[config.mk]
export PLATFORM = sky130hd
export DESIGN_NAME = dlx_encoder
export DESIGN_NICKNAME = d
export VERILOG_FILES = /design/src/rtl/dlx_pkg.sv /design/src/rtl/dlx_sync_fifo.sv /design/src/rtl/dlx_encoder.sv
export SDC_FILE = /design/constraint.sdc
export NUM_CORES = 1
export LEC_CHECK = 0
export CAP_MARGIN = 20
export CORE_ASPECT_RATIO = 1.2
export CORE_UTILIZATION = 45
export CTS_CLUSTER_SIZE = 30
export DETAILED_ROUTE_END_ITERATION = 8
export PLACE_DENSITY_LB_ADDON = 0.15
export SLEW_MARGIN = 20
export SYNTH_ARGS = -nofsm -noshare
export SYNTH_HDL_FRONTEND = slang
export SYNTH_SLANG_ARGS = --single-unit
[constraint.sdc]
create_clock -name clk -period 5.5 [get_ports clk]
set_input_delay 0.825 -clock clk [delete_from_list [all_inputs] [get_ports clk]]
set_output_delay 0.825 -clock clk [all_outputs]
set_load 0.02 [all_outputs]
[src/rtl/dlx_pkg.sv]
// Shared DLX definitions: operation kinds, decoder I-codes, and the
// opcode/function encodings that the encoder and decoder agree on.
// The helper functions return {valid, code}. Invalid means "no encoding".
package dlx_pkg;

  typedef enum logic [2:0] {
    R_ALU    = 3'd0,
    I_ALU    = 3'd1,
    LOAD     = 3'd2,
    STORE    = 3'd3,
    BRANCH   = 3'd4,
    JUMP     = 3'd5,
    JUMP_REG = 3'd6,
    LHI      = 3'd7
  } op_kind_t;

  // I-codes, exactly as the decoder emits them on I
  localparam logic [4:0] I_ADD  = 5'd1;
  localparam logic [4:0] I_SUB  = 5'd2;
  localparam logic [4:0] I_AND  = 5'd3;
  localparam logic [4:0] I_OR   = 5'd4;
  localparam logic [4:0] I_XOR  = 5'd5;
  localparam logic [4:0] I_SLL  = 5'd6;
  localparam logic [4:0] I_SRL  = 5'd7;
  localparam logic [4:0] I_SEQ  = 5'd10;
  localparam logic [4:0] I_SLE  = 5'd11;
  localparam logic [4:0] I_SLT  = 5'd12;
  localparam logic [4:0] I_SNE  = 5'd13;
  localparam logic [4:0] I_SRA  = 5'd14;
  localparam logic [4:0] I_BEQZ = 5'd16;
  localparam logic [4:0] I_BNEZ = 5'd17;

  // Primary opcodes
  localparam logic [5:0] OP_SPECIAL = 6'h00;
  localparam logic [5:0] OP_J       = 6'h02;
  localparam logic [5:0] OP_JAL     = 6'h03;
  localparam logic [5:0] OP_BEQZ    = 6'h04;
  localparam logic [5:0] OP_BNEZ    = 6'h05;
  localparam logic [5:0] OP_ADDI    = 6'h08;
  localparam logic [5:0] OP_SUBI    = 6'h0a;
  localparam logic [5:0] OP_ANDI    = 6'h0c;
  localparam logic [5:0] OP_ORI     = 6'h0d;
  localparam logic [5:0] OP_XORI    = 6'h0e;
  localparam logic [5:0] OP_LHI     = 6'h0f;
  localparam logic [5:0] OP_JR      = 6'h12;
  localparam logic [5:0] OP_JALR    = 6'h13;
  localparam logic [5:0] OP_SLLI    = 6'h14;
  localparam logic [5:0] OP_SRLI    = 6'h16;
  localparam logic [5:0] OP_SRAI    = 6'h17;
  localparam logic [5:0] OP_SEQI    = 6'h18;
  localparam logic [5:0] OP_SNEI    = 6'h19;
  localparam logic [5:0] OP_SLTI    = 6'h1a;
  localparam logic [5:0] OP_SLEI    = 6'h1c;
  localparam logic [5:0] OP_LW      = 6'h23;
  localparam logic [5:0] OP_SW      = 6'h2b;

  // R-type function codes
  localparam logic [5:0] FN_SLL = 6'h04;
  localparam logic [5:0] FN_SRL = 6'h06;
  localparam logic [5:0] FN_SRA = 6'h07;
  localparam logic [5:0] FN_ADD = 6'h20;
  localparam logic [5:0] FN_SUB = 6'h22;
  localparam logic [5:0] FN_AND = 6'h24;
  localparam logic [5:0] FN_OR  = 6'h25;
  localparam logic [5:0] FN_XOR = 6'h26;
  localparam logic [5:0] FN_SEQ = 6'h28;
  localparam logic [5:0] FN_SNE = 6'h29;
  localparam logic [5:0] FN_SLT = 6'h2a;
  localparam logic [5:0] FN_SLE = 6'h2c;

  function automatic logic [6:0] r_alu_func(input logic [4:0] i);
    case (i)
      I_ADD:   return {1'b1, FN_ADD};
      I_SUB:   return {1'b1, FN_SUB};
      I_AND:   return {1'b1, FN_AND};
      I_OR:    return {1'b1, FN_OR};
      I_XOR:   return {1'b1, FN_XOR};
      I_SLL:   return {1'b1, FN_SLL};
      I_SRL:   return {1'b1, FN_SRL};
      I_SEQ:   return {1'b1, FN_SEQ};
      I_SLE:   return {1'b1, FN_SLE};
      I_SLT:   return {1'b1, FN_SLT};
      I_SNE:   return {1'b1, FN_SNE};
      I_SRA:   return {1'b1, FN_SRA};
      default: return 7'd0;
    endcase
  endfunction

  function automatic logic [6:0] i_alu_op(input logic [4:0] i);
    case (i)
      I_ADD:   return {1'b1, OP_ADDI};
      I_SUB:   return {1'b1, OP_SUBI};
      I_AND:   return {1'b1, OP_ANDI};
      I_OR:    return {1'b1, OP_ORI};
      I_XOR:   return {1'b1, OP_XORI};
      I_SLL:   return {1'b1, OP_SLLI};
      I_SRL:   return {1'b1, OP_SRLI};
      I_SEQ:   return {1'b1, OP_SEQI};
      I_SLE:   return {1'b1, OP_SLEI};
      I_SLT:   return {1'b1, OP_SLTI};
      I_SNE:   return {1'b1, OP_SNEI};
      I_SRA:   return {1'b1, OP_SRAI};
      default: return 7'd0;
    endcase
  endfunction

  function automatic logic [6:0] branch_op(input logic [4:0] i);
    case (i)
      I_BEQZ:  return {1'b1, OP_BEQZ};
      I_BNEZ:  return {1'b1, OP_BNEZ};
      default: return 7'd0;
    endcase
  endfunction

  // Arithmetic and compare immediates are sign-extended by the core;
  // logical and shift immediates are zero-extended.
  function automatic logic i_is_signed(input logic [4:0] i);
    return (i == I_ADD) || (i == I_SUB) || ((i >= I_SEQ) && (i <= I_SNE));
  endfunction

endpackage

[src/rtl/dlx_sync_fifo.sv]
// Small synchronous FIFO used as the encoder output buffer.
// DEPTH must be a power of two so the pointers wrap for free.
module dlx_sync_fifo #(
  parameter int DEPTH = 2,
  parameter int WIDTH = 32
) (
  input  logic                     clk,
  input  logic                     reset_n,
  input  logic                     push,
  input  logic                     pop,
  input  logic [WIDTH-1:0]         wdata,
  output logic [WIDTH-1:0]         rdata,
  output logic                     full,
  output logic                     empty,
  output logic [$clog2(DEPTH):0]   count
);

  localparam int PTR_W = $clog2(DEPTH);
  localparam int CNT_W = PTR_W + 1;

  logic [WIDTH-1:0] mem_q [DEPTH];
  logic [WIDTH-1:0] mem_d [DEPTH];
  logic [PTR_W-1:0] wr_ptr_q, wr_ptr_d;
  logic [PTR_W-1:0] rd_ptr_q, rd_ptr_d;
  logic [CNT_W-1:0] count_q, count_d;
  logic             do_push, do_pop;

  assign full    = (count_q == CNT_W'(DEPTH));
  assign empty   = (count_q == '0);
  assign count   = count_q;
  assign rdata   = mem_q[rd_ptr_q];
  assign do_push = push && !full;
  assign do_pop  = pop && !empty;

  // Next-state for pointers, occupancy and storage
  always_comb begin
    mem_d    = mem_q;
    wr_ptr_d = wr_ptr_q;
    rd_ptr_d = rd_ptr_q;
    count_d  = count_q;
    if (do_push) begin
      mem_d[wr_ptr_q] = wdata;
      wr_ptr_d        = wr_ptr_q + PTR_W'(1);
    end
    if (do_pop) begin
      rd_ptr_d = rd_ptr_q + PTR_W'(1);
    end
    case ({do_push, do_pop})
      2'b10:   count_d = count_q + CNT_W'(1);
      2'b01:   count_d = count_q - CNT_W'(1);
      default: count_d = count_q;
    endcase
  end

  // Control flops; a reset empties the FIFO
  always_ff @(posedge clk) begin
    if (!reset_n) begin
      wr_ptr_q <= '0;
      rd_ptr_q <= '0;
      count_q  <= '0;
    end else begin
      wr_ptr_q <= wr_ptr_d;
      rd_ptr_q <= rd_ptr_d;
      count_q  <= count_d;
    end
  end

  // Storage needs no reset: nothing reads an entry before it is written
  always_ff @(posedge clk) begin
    mem_q <= mem_d;
  end

endmodule

[src/rtl/dlx_encoder.sv]
// DLX instruction encoder: packs decoded op fields into 32-bit words and
// streams them with sequential addresses to the instruction-memory loader.
// Optional macro DLX_ENC_RANGECHK_EN: reject immediates that do not fit
// their field (emitted as NOP with err set). Undefined: silent truncation.
module dlx_encoder
  import dlx_pkg::*;
#(
  parameter int ADDR_W     = 32,
  parameter int FIFO_DEPTH = 2,
  parameter int ADDR_STEP  = 4
) (
  input  logic              clk,
  input  logic              reset_n,
  input  logic              start,
  input  logic [ADDR_W-1:0] base_addr,
  input  logic              in_valid,
  output logic              in_ready,
  input  logic              in_last,
  input  op_kind_t          in_kind,
  input  logic              in_link,
  input  logic [4:0]        in_i,
  input  logic [4:0]        in_rs1,
  input  logic [4:0]        in_rs2,
  input  logic [4:0]        in_rd,
  input  logic [31:0]       in_iv,
  output logic              out_valid,
  input  logic              out_ready,
  output logic [31:0]       out_data,
  output logic [ADDR_W-1:0] out_addr,
  output logic              done,
  output logic              err,
  output logic [ADDR_W-1:0] err_addr
);

  localparam logic [1:0] ST_IDLE  = 2'd0;
  localparam logic [1:0] ST_RUN   = 2'd1;
  localparam logic [1:0] ST_DRAIN = 2'd2;

  localparam int FW = 32 + ADDR_W;

  logic [1:0]          state_q, state_d;
  logic [ADDR_W-1:0]   addr_cnt_q, addr_cnt_d;
  logic                err_q, err_d;
  logic [ADDR_W-1:0]   err_addr_q, err_addr_d;
  logic                done_q, done_d;

  logic [31:0]         raw_word;
  logic                code_ok;
  logic                range_ok;
  logic                enc_ok;
  logic [31:0]         enc_word;
  logic [6:0]          lut;

  logic                accept;
  logic                fifo_full, fifo_empty;
  logic [$clog2(FIFO_DEPTH):0] fifo_count;
  logic [FW-1:0]       fifo_rdata;

  assign in_ready  = (state_q == ST_RUN) && !fifo_full;
  assign accept    = in_valid && in_ready;
  assign out_valid = !fifo_empty;
  assign out_data  = fifo_empty ? 32'd0 : fifo_rdata[31:0];
  assign out_addr  = fifo_empty ? '0 : fifo_rdata[32 +: ADDR_W];
  assign done      = done_q;
  assign err       = err_q;
  assign err_addr  = err_addr_q;

  // Field packing per op kind; unknown codes leave code_ok low
  always_comb begin
    raw_word = 32'd0;
    code_ok  = 1'b0;
    lut      = 7'd0;
    case (in_kind)
      R_ALU: begin
        lut      = r_alu_func(in_i);
        code_ok  = lut[6];
        raw_word = {OP_SPECIAL, in_rs1, in_rs2, in_rd, 5'd0, lut[5:0]};
      end
      I_ALU: begin
        lut      = i_alu_op(in_i);
        code_ok  = lut[6];
        raw_word = {lut[5:0], in_rs1, in_rd, in_iv[15:0]};
      end
      LOAD: begin
        code_ok  = 1'b1;
        raw_word = {OP_LW, in_rs1, in_rd, in_iv[15:0]};
      end
      STORE: begin
        code_ok  = 1'b1;
        raw_word = {OP_SW, in_rs1, in_rs2, in_iv[15:0]};
      end
      BRANCH: begin
        lut      = branch_op(in_i);
        code_ok  = lut[6];
        raw_word = {lut[5:0], in_rs1, in_rs2, in_iv[15:0]};
      end
      JUMP: begin
        code_ok  = 1'b1;
        raw_word = {(in_link ? OP_JAL : OP_J), in_iv[25:0]};
      end
      JUMP_REG: begin
        code_ok  = 1'b1;
        raw_word = {(in_link ? OP_JALR : OP_JR), in_rs1, 5'd0, 16'd0};
      end
      LHI: begin
        code_ok  = 1'b1;
        raw_word = {OP_LHI, in_rs1, in_rd, in_iv[15:0]};
      end
      default: begin
        code_ok  = 1'b0;
        raw_word = 32'd0;
      end
    endcase
  end

`ifdef DLX_ENC_RANGECHK_EN
  // Immediate must survive the core's sign/zero extension unchanged
  always_comb begin
    range_ok = 1'b1;
    case (in_kind)
      I_ALU: begin
        if (i_is_signed(in_i)) begin
          range_ok = (&in_iv[31:15]) || !(|in_iv[31:15]);
        end else begin
          range_ok = (in_iv[31:16] == 16'd0);
        end
      end
      LOAD, STORE, BRANCH: range_ok = (&in_iv[31:15]) || !(|in_iv[31:15]);
      JUMP:                range_ok = (&in_iv[31:25]) || !(|in_iv[31:25]);
      LHI:                 range_ok = (in_iv[31:16] == 16'd0);
      default:             range_ok = 1'b1;
    endcase
  end
`else
  logic unused_iv_hi;
  assign unused_iv_hi = ^in_iv[31:26];
  assign range_ok     = 1'b1;
`endif

  assign enc_ok   = code_ok && range_ok;
  assign enc_word = enc_ok ? raw_word : 32'd0;

  // Sequencing: start/drain FSM, address counter and first-error capture
  always_comb begin
    state_d    = state_q;
    addr_cnt_d = addr_cnt_q;
    err_d      = err_q;
    err_addr_d = err_addr_q;
    done_d     = 1'b0;
    case (state_q)
      ST_IDLE: begin
        if (start) begin
          state_d    = ST_RUN;
          addr_cnt_d = base_addr;
          err_d      = 1'b0;
          err_addr_d = '0;
        end
      end
      ST_RUN: begin
        if (accept && in_last) state_d = ST_DRAIN;
      end
      ST_DRAIN: begin
        if (fifo_count == '0) begin
          state_d = ST_IDLE;
          done_d  = 1'b1;
        end
      end
      default: state_d = ST_IDLE;
    endcase
    if (accept) begin
      addr_cnt_d = addr_cnt_q + ADDR_W'(ADDR_STEP);
      if (!enc_ok && !err_q) begin
        err_d      = 1'b1;
        err_addr_d = addr_cnt_q;
      end
    end
  end

  // Registered control state with synchronous active-low reset
  always_ff @(posedge clk) begin
    if (!reset_n) begin
      state_q    <= ST_IDLE;
      addr_cnt_q <= '0;
      err_q      <= 1'b0;
      err_addr_q <= '0;
      done_q     <= 1'b0;
    end else begin
      state_q    <= state_d;
      addr_cnt_q <= addr_cnt_d;
      err_q      <= err_d;
      err_addr_q <= err_addr_d;
      done_q     <= done_d;
    end
  end

  dlx_sync_fifo #(
    .DEPTH (FIFO_DEPTH),
    .WIDTH (FW)
  ) u_fifo (
    .clk     (clk),
    .reset_n (reset_n),
    .push    (accept),
    .pop     (out_valid && out_ready),
    .wdata   ({addr_cnt_q, enc_word}),
    .rdata   (fifo_rdata),
    .full    (fifo_full),
    .empty   (fifo_empty),
    .count   (fifo_count)
  );

endmodule

# Yosys cells after proc, flatten, opt, wreduce, memory -nomap -nowiden
# Memory sizes are Yosys's and may differ from the RTL's.
# Index checks and enable logic that the tools add are counted.
[word_totals]
reg_bits = 200
romBits = 192
in_bits = 94
out_inout_bits = 100
memories = 2
[classes]
add_sub_neg = 5
order_cmp = 3
eq_ne = 17
mux = 33
bitwise_logic = 2
n_reduce_logical = 22
[memory_table]
columns = ["name", "words", "word_bits", "read_ports", "rd_clocked_by_memory_dff", "write_ports", "line_no", "rtl"]
rows = [
  ["(name not given)", 16, 6, 1, 0, 0, "dlx_pkg.sv:72", "case (i)"],
  ["(name not given)", 16, 6, 1, 0, 0, "dlx_pkg.sv:90", "case (i)"],
]
[op_table]
columns = ["cell", "count"]
rows = [
  ["$mux W32", 10],
  ["$mux W64", 4],
  ["$pmux W32 S8", 1],
  ["$bwmux W128", 1],
  ["$demux W64 S1", 1],
  ["$add A32 B3 Y32 const B", 1],
  ["$mux W7", 2],
  ["$pmux W7 S2", 1],
  ["$eq A3 B3 Y1 const B", 4],
  ["$eq A5 B5 Y1 const B", 2],
  ["$logic_and A1 B1 Y1", 8],
  ["$mux W1", 7],
  ["$eq A2 B2 Y1 const B", 3],
  ["$eq A3 B2 Y1 const B", 2],
  ["$mux W2", 3],
  ["$pmux W2 S3", 1],
  ["$reduce_bool A2 Y1", 3],
  ["$reduce_or A5 Y1", 1],
  ["$eq A2 B1 Y1 const B", 2],
  ["$ge A2 B2 Y1 const B", 2],
  ["$logic_not A1 Y1", 4],
  ["$logic_not A2 Y1", 2],
  ["$ne A2 B2 Y1 const B", 2],
  ["$not A1 Y2", 2],
  ["other kinds (11)", 13],
]

# Depth between registers and ports, before layout
[depth]
word_depth = 7
depth_mapped = 10
ltp_nobuf = 7

# Cells and area by module
# Synthesis repeated with hierarchy kept, for this count alone.
[hier_totals]
hier_cells = 834
area_unflattened_um2 = 9435.3
[modules_own_cells]
columns = ["module", "instances", "cells_per_inst", "area_each_um2", "seq_area_each_um2"]
rows = [
  ["dlx_sync_fifo", 1, 224, 4803.4, 3923.8],
  ["dlx_encoder", 1, 610, 4631.9, 1361.3],
]

# Least setup slack after synthesis
# Ideal clock, no wire load.
[synth_timing]
kind = "input-to-reg"
start = "input in_valid"
end = "register u_fifo.mem_q[100] in the netlist's numbering, enable pin"
setup_ps = 487
arrival_time_ps = 4226
slack_ps = 787
stages = 6
n_path_buf = 3
path_cell_list = "and3_1 -> buf_6 -> inv_1 -> clkbuf_8 -> clkbuf_1 -> nor2_1"
[synth_via]
elab_chain_len = 2
[synth_lines]
columns = ["element", "line_no", "rtl"]
rows = [
  ["start, declared", "dlx_encoder.sv:16", "input logic in_valid,"],
  ["$logic_and A1 B1 Y1", "dlx_encoder.sv:60", "assign accept = in_valid && in_ready;"],
  ["$logic_and A1 B1 Y1", "dlx_sync_fifo.sv:32", "assign do_push = push && !full;"],
  ["end signal, assigned", "dlx_sync_fifo.sv:70", "mem_q <= mem_d;"],
  ["end, declared", "dlx_sync_fifo.sv:21", "logic [WIDTH-1:0] mem_q [DEPTH];"],
]
# No other way between the ends.
# A chain may end at the register's enable or synchronous reset.

# Worst setup path after layout
[layout_timing]
start = "register u_fifo.rd_ptr_q"
end = "output out_data[28]"
[layout_via]
elab_chain_len = 5
[layout_lines]
columns = ["element", "line_no", "rtl"]
rows = [
  ["start, declared", "dlx_sync_fifo.sv:24", "logic [PTR_W-1:0] rd_ptr_q, rd_ptr_d;"],
  ["start signal, assigned", "dlx_sync_fifo.sv:63", "rd_ptr_q <= rd_ptr_d;"],
  ["$not A1 Y2 (implied by the code)", "dlx_sync_fifo.sv:31", "assign rdata = mem_q[rd_ptr_q];"],
  ["$mux W64 (implied by the code) (3 in series)", "dlx_sync_fifo.sv:31", ""],
  ["$mux W32", "dlx_encoder.sv:62", "assign out_data = fifo_empty ? 32'd0 : fifo_rdata[31:0];"],
  ["end, declared", "dlx_encoder.sv:28", "output logic [31:0] out_data,"],
]
# No other way between the ends. The select of a mux whose other input is x is not followed.

==> metrics.log <==
INFO  metric placement.io_buffers = around 190
INFO  metric fin_ws = 1.94 ns
INFO  metric grt_max_degree = 73
INFO  metric grt_use_met1 = 27.6%
INFO  metric syn2layout_area_growth = 28.6%
INFO  metric grt_antenna_before_repair = 0
INFO  metric synth.most_common_cell = sky130_fd_sc_hd__edfxtp_1
INFO  metric rsz0062_at_grt = false
INFO  metric worst_hold_path.num_cells = 2
INFO  metric drt_wl_total = 23000 µm
INFO  metric maxSlewHeadroom = 35.8%
INFO  metric firstDrtPassIters = 5
INFO  metric power.switching = 1160 µW
INFO  metric timing.critical_path.fanout_max = 46
INFO  metric drv.max_cap_violation_count = 0
INFO  metric setup.reg_to_reg.worst_slack = 2.54 ns
INFO  metric cts.clk_slew.worst_paths = ~0.07 ns
INFO  metric vdd_ir_drop_max = 196 µV
INFO  metric wl_per_cell = 18.0 µm
INFO  metric globalRouteTotalUtil = 22.2%
INFO  metric floorplan.rows = 56
INFO  metric grt_first_pass_wirelength = roughly 36000 µm
INFO  metric cts.hold.buffers_added = 0
INFO  metric finClkSkew = 0.00881 ns
INFO  metric numClockSinks = 200
INFO  metric switching_share = a little under 30%
INFO  metric vias = 7029
INFO  metric detailedRoute.firstIterationViolations = 564
INFO  metric cellInternalPower = between 2000 and 3000 µW
INFO  metric number_of_vias_per_cell_after_detailed_routing = ~5.5
INFO  metric timing.critical_path.arrival = 2.73 ns
INFO  metric grt_util_met2 = slightly below 40%
INFO  metric power.sequential.fraction = roughly 45%
INFO  metric finalWorstPathRequiredPeriod = 3.56 ns
INFO  metric worst_hold_slack = 0.466 ns
INFO  metric worst_ep_required_time = roughly 4.7 ns
INFO  metric crit_path_start_kind = flop
INFO  metric drcViolationCount = 0
INFO  metric netlist-cell-type-count = 63
INFO  metric synth_top_cell_by_area = sky130_fd_sc_hd__edfxtp_1
INFO  metric clockRootBuffer = sky130_fd_sc_hd__clkbuf_16
INFO  metric synth.cell_area = 9170 µm²
INFO  metric min_period_over_period = 64.7%
INFO  metric synth-edff-count = between 100 and 150
INFO  metric postSynth.topFlopCell = sky130_fd_sc_hd__edfxtp_1
INFO  metric yosys-top-cells-count = sky130_fd_sc_hd__edfxtp_1, sky130_fd_sc_hd__nor2_1, sky130_fd_sc_hd__nand2_1, sky130_fd_sc_hd__dfxtp_1, sky130_fd_sc_hd__mux2i_1
INFO  metric cellPowerDensity = 333 nW/µm²
INFO  metric boundaryPins = around 190
INFO  metric tritoncts = yes
INFO  metric count_of_endpoints_failing_hold_in_the_final_timing_report = 0
INFO  metric filler_cell_count = 1697
INFO  metric rr_startpoint = u_fifo.count[0]$_SDFFE_PN0P_
INFO  metric die-width = 132 µm
INFO  metric async_set_reset_flop_share_out_of_synthesis = 0%
INFO  metric reg2reg_depth = 6
INFO  metric floorplan.die_area = 21000 µm²
INFO  metric timing_worst_slew_pin_value = 0.955 ns
INFO  metric gp_congestion = between 0.8 and 0.9
INFO  metric pwr-share-comb = 23.5%
INFO  metric synth.top_cells.by_area = sky130_fd_sc_hd__edfxtp_1, sky130_fd_sc_hd__dfxtp_1, sky130_fd_sc_hd__mux2i_1, sky130_fd_sc_hd__nor2_1, sky130_fd_sc_hd__nand2_1
INFO  metric regArea = 5290 µm²
INFO  metric postCtsSetupBuffers = 0
INFO  metric finalSetupViolations = 0
INFO  metric cts_resized = 0
INFO  metric postRouteAntennaNets = 0
INFO  metric grt_overflow_total = 0
INFO  metric synth.ff_latch_count = 200
INFO  metric timing_max_transition_violations_final = 0
INFO  metric drive_gt1_share = 7.55%
INFO  metric setup_total_negative_slack = 0 ns
INFO  metric die_h = 158 µm
INFO  metric clock_tree.buffer_depth = 2
INFO  metric multi_input_area = 3590 µm²
INFO  metric synth_area_per_cell = 10.8 µm²
INFO  metric detailedPlacementHpwl = 15100 µm
INFO  metric final_nets = 1110
INFO  metric cts_inserted_buffers = 17
INFO  metric use_met3 = 3.98%
INFO  metric crit_path_kind = reg -> out
INFO  metric post-place-ws = between 1.5 and 2 ns
INFO  metric cts.htree.levels = 4
INFO  metric insertedDiodeCount = 0
INFO  metric worst_r2r_endpoint = u_fifo.mem_q[96]$_DFFE_PP_
INFO  metric clk-insertion-delay-late = between 0.4 and 0.5 ns
INFO  metric setup.worst_path.end_class = output port
INFO  metric floorplan_core_area = between 15000 and 20000 µm²
INFO  metric final_util = 59.7%
INFO  metric leakage = ~0.0038 µW
INFO  metric grt_busiest_layer = met2
INFO  metric first_global_vias = 6731
INFO  metric post-synth-top-area-fraction = 41.9%
INFO  metric yosys_warnings = 0
INFO  metric hold_class = reg -> reg
INFO  metric fmax = approximately 280 MHz
INFO  metric netlist_instances = about 850
INFO  metric setup.worst_path.end = out_data[28]
INFO  metric initial_utilization = 46.4%
INFO  metric clock_power_share = 31.6%
INFO  metric outcome = completed
INFO  metric critical_path.startpoint = u_fifo.rd_ptr_q$_SDFFE_PN0P_
INFO  metric synth.yosys.seq_area_share = 57.6%
INFO  metric syn-num-nets = 952
placed cells by master (no fill, tap or decap), types with 18 or more instances in the layout:
cell,instances
sky130_fd_sc_hd__clkdlybuf4s50_1,186
sky130_fd_sc_hd__nand4_1,39
sky130_fd_sc_hd__edfxtp_1,128
sky130_fd_sc_hd__o21ai_1,24
sky130_fd_sc_hd__clkbuf_16,18
sky130_fd_sc_hd__mux2i_1,66
sky130_fd_sc_hd__a21oi_1,44
sky130_fd_sc_hd__nor2_1,102
sky130_fd_sc_hd__dfxtp_1,71
sky130_fd_sc_hd__nand2_1,87
sky130_fd_sc_hd__o21ai_0,27
routing by layer:
metal  share of wire, %  vias up
met4                1.2        0
met3                5.1       22
met5                  0        -
met2                 50      224
li1                   -     3451
met1                 43     3332
area by class of cell:
cell class                 count  area share [%]
sequential                   200            44.8
tap                          261            2.77
clock buffer                  19            3.93
timing repair buffer         198            16.5
multi-input combinational    577            30.4
inverter                      13           0.414
clock inverter                13            1.10
per-stage QoR:
stage | cells | total power, µW | cell area [µm²]
after floorplan | 849 | 2310 | 9170
after global placement | 1249 | 2720 | 11200
after detailed placement | 1249 | 2730 | 11200
after CTS | 1281 | 3970 | 11800
after global routing | 1281 | 4090 | 11800
final | 1281 | 3930 | 11800
registers in the layout, summed over array words and instances (netlist names):
| name | count |
|---|---|
| addr_cnt_q | 32 |
| done | 1 |
| err | 1 |
| err_addr | 32 |
| state_q | 2 |
| u_fifo.count | 2 |
| u_fifo.mem_q | 128 |
| u_fifo.rd_ptr_q | 1 |
| u_fifo.wr_ptr_q | 1 |
power groups by stage:
stage,clock network [µW],registers [µW],logic (µW)
final,1240,1760,924
after global routing,1320,1770,996
after CTS,1270,1760,938
after detailed placement,0,1800,936
after global placement,0,1790,929
after floorplan,0,1740,567
worst max-delay path, cell delays in order (launching register included):
cell and delay [ns]:
sky130_fd_sc_hd__dfxtp_4 0.92, sky130_fd_sc_hd__buf_4 0.48, sky130_fd_sc_hd__mux2i_1 0.13, sky130_fd_sc_hd__nor2_1 0.15, sky130_fd_sc_hd__clkdlybuf4s50_1 0.63
cell families (layout without fill, tap and decap cells):
kind of cell             count (synthesis)  in the layout  synth area share, %
AO/OA/AOI/OAI                          165            165                 11.5
buffers and inverters                   72            243                 3.59
flip-flops                             200            200                 57.6
multiplexers                            80             80                 8.92
XOR/XNOR                                 7              7                0.668
adder cells (fa/ha/maj)                  9              9                 1.23
AND/OR/NAND/NOR                        316            316                 16.4
worst min-delay path by stage:
stage | slack [ns] | endpoint | start
floorplan | 0.42 | u_fifo.mem_q[119]$_DFFE_PP_ | addr_cnt_q[23]$_SDFFE_PN0P_
global placement | 0.45 | err_addr[23]$_SDFF_PN0_ | err_addr[23]$_SDFF_PN0_
detailed placement | 0.45 | err_addr[25]$_SDFF_PN0_ | err_addr[25]$_SDFF_PN0_
CTS | 0.47 | err_addr[25]$_SDFF_PN0_ | err_addr[25]$_SDFF_PN0_
global route | 0.48 | err_addr[7]$_SDFF_PN0_ | err_addr[7]$_SDFF_PN0_
finish | 0.47 | err_addr[7]$_SDFF_PN0_ | err_addr[7]$_SDFF_PN0_
No activity file was read; power rests on OpenSTA's default activity.
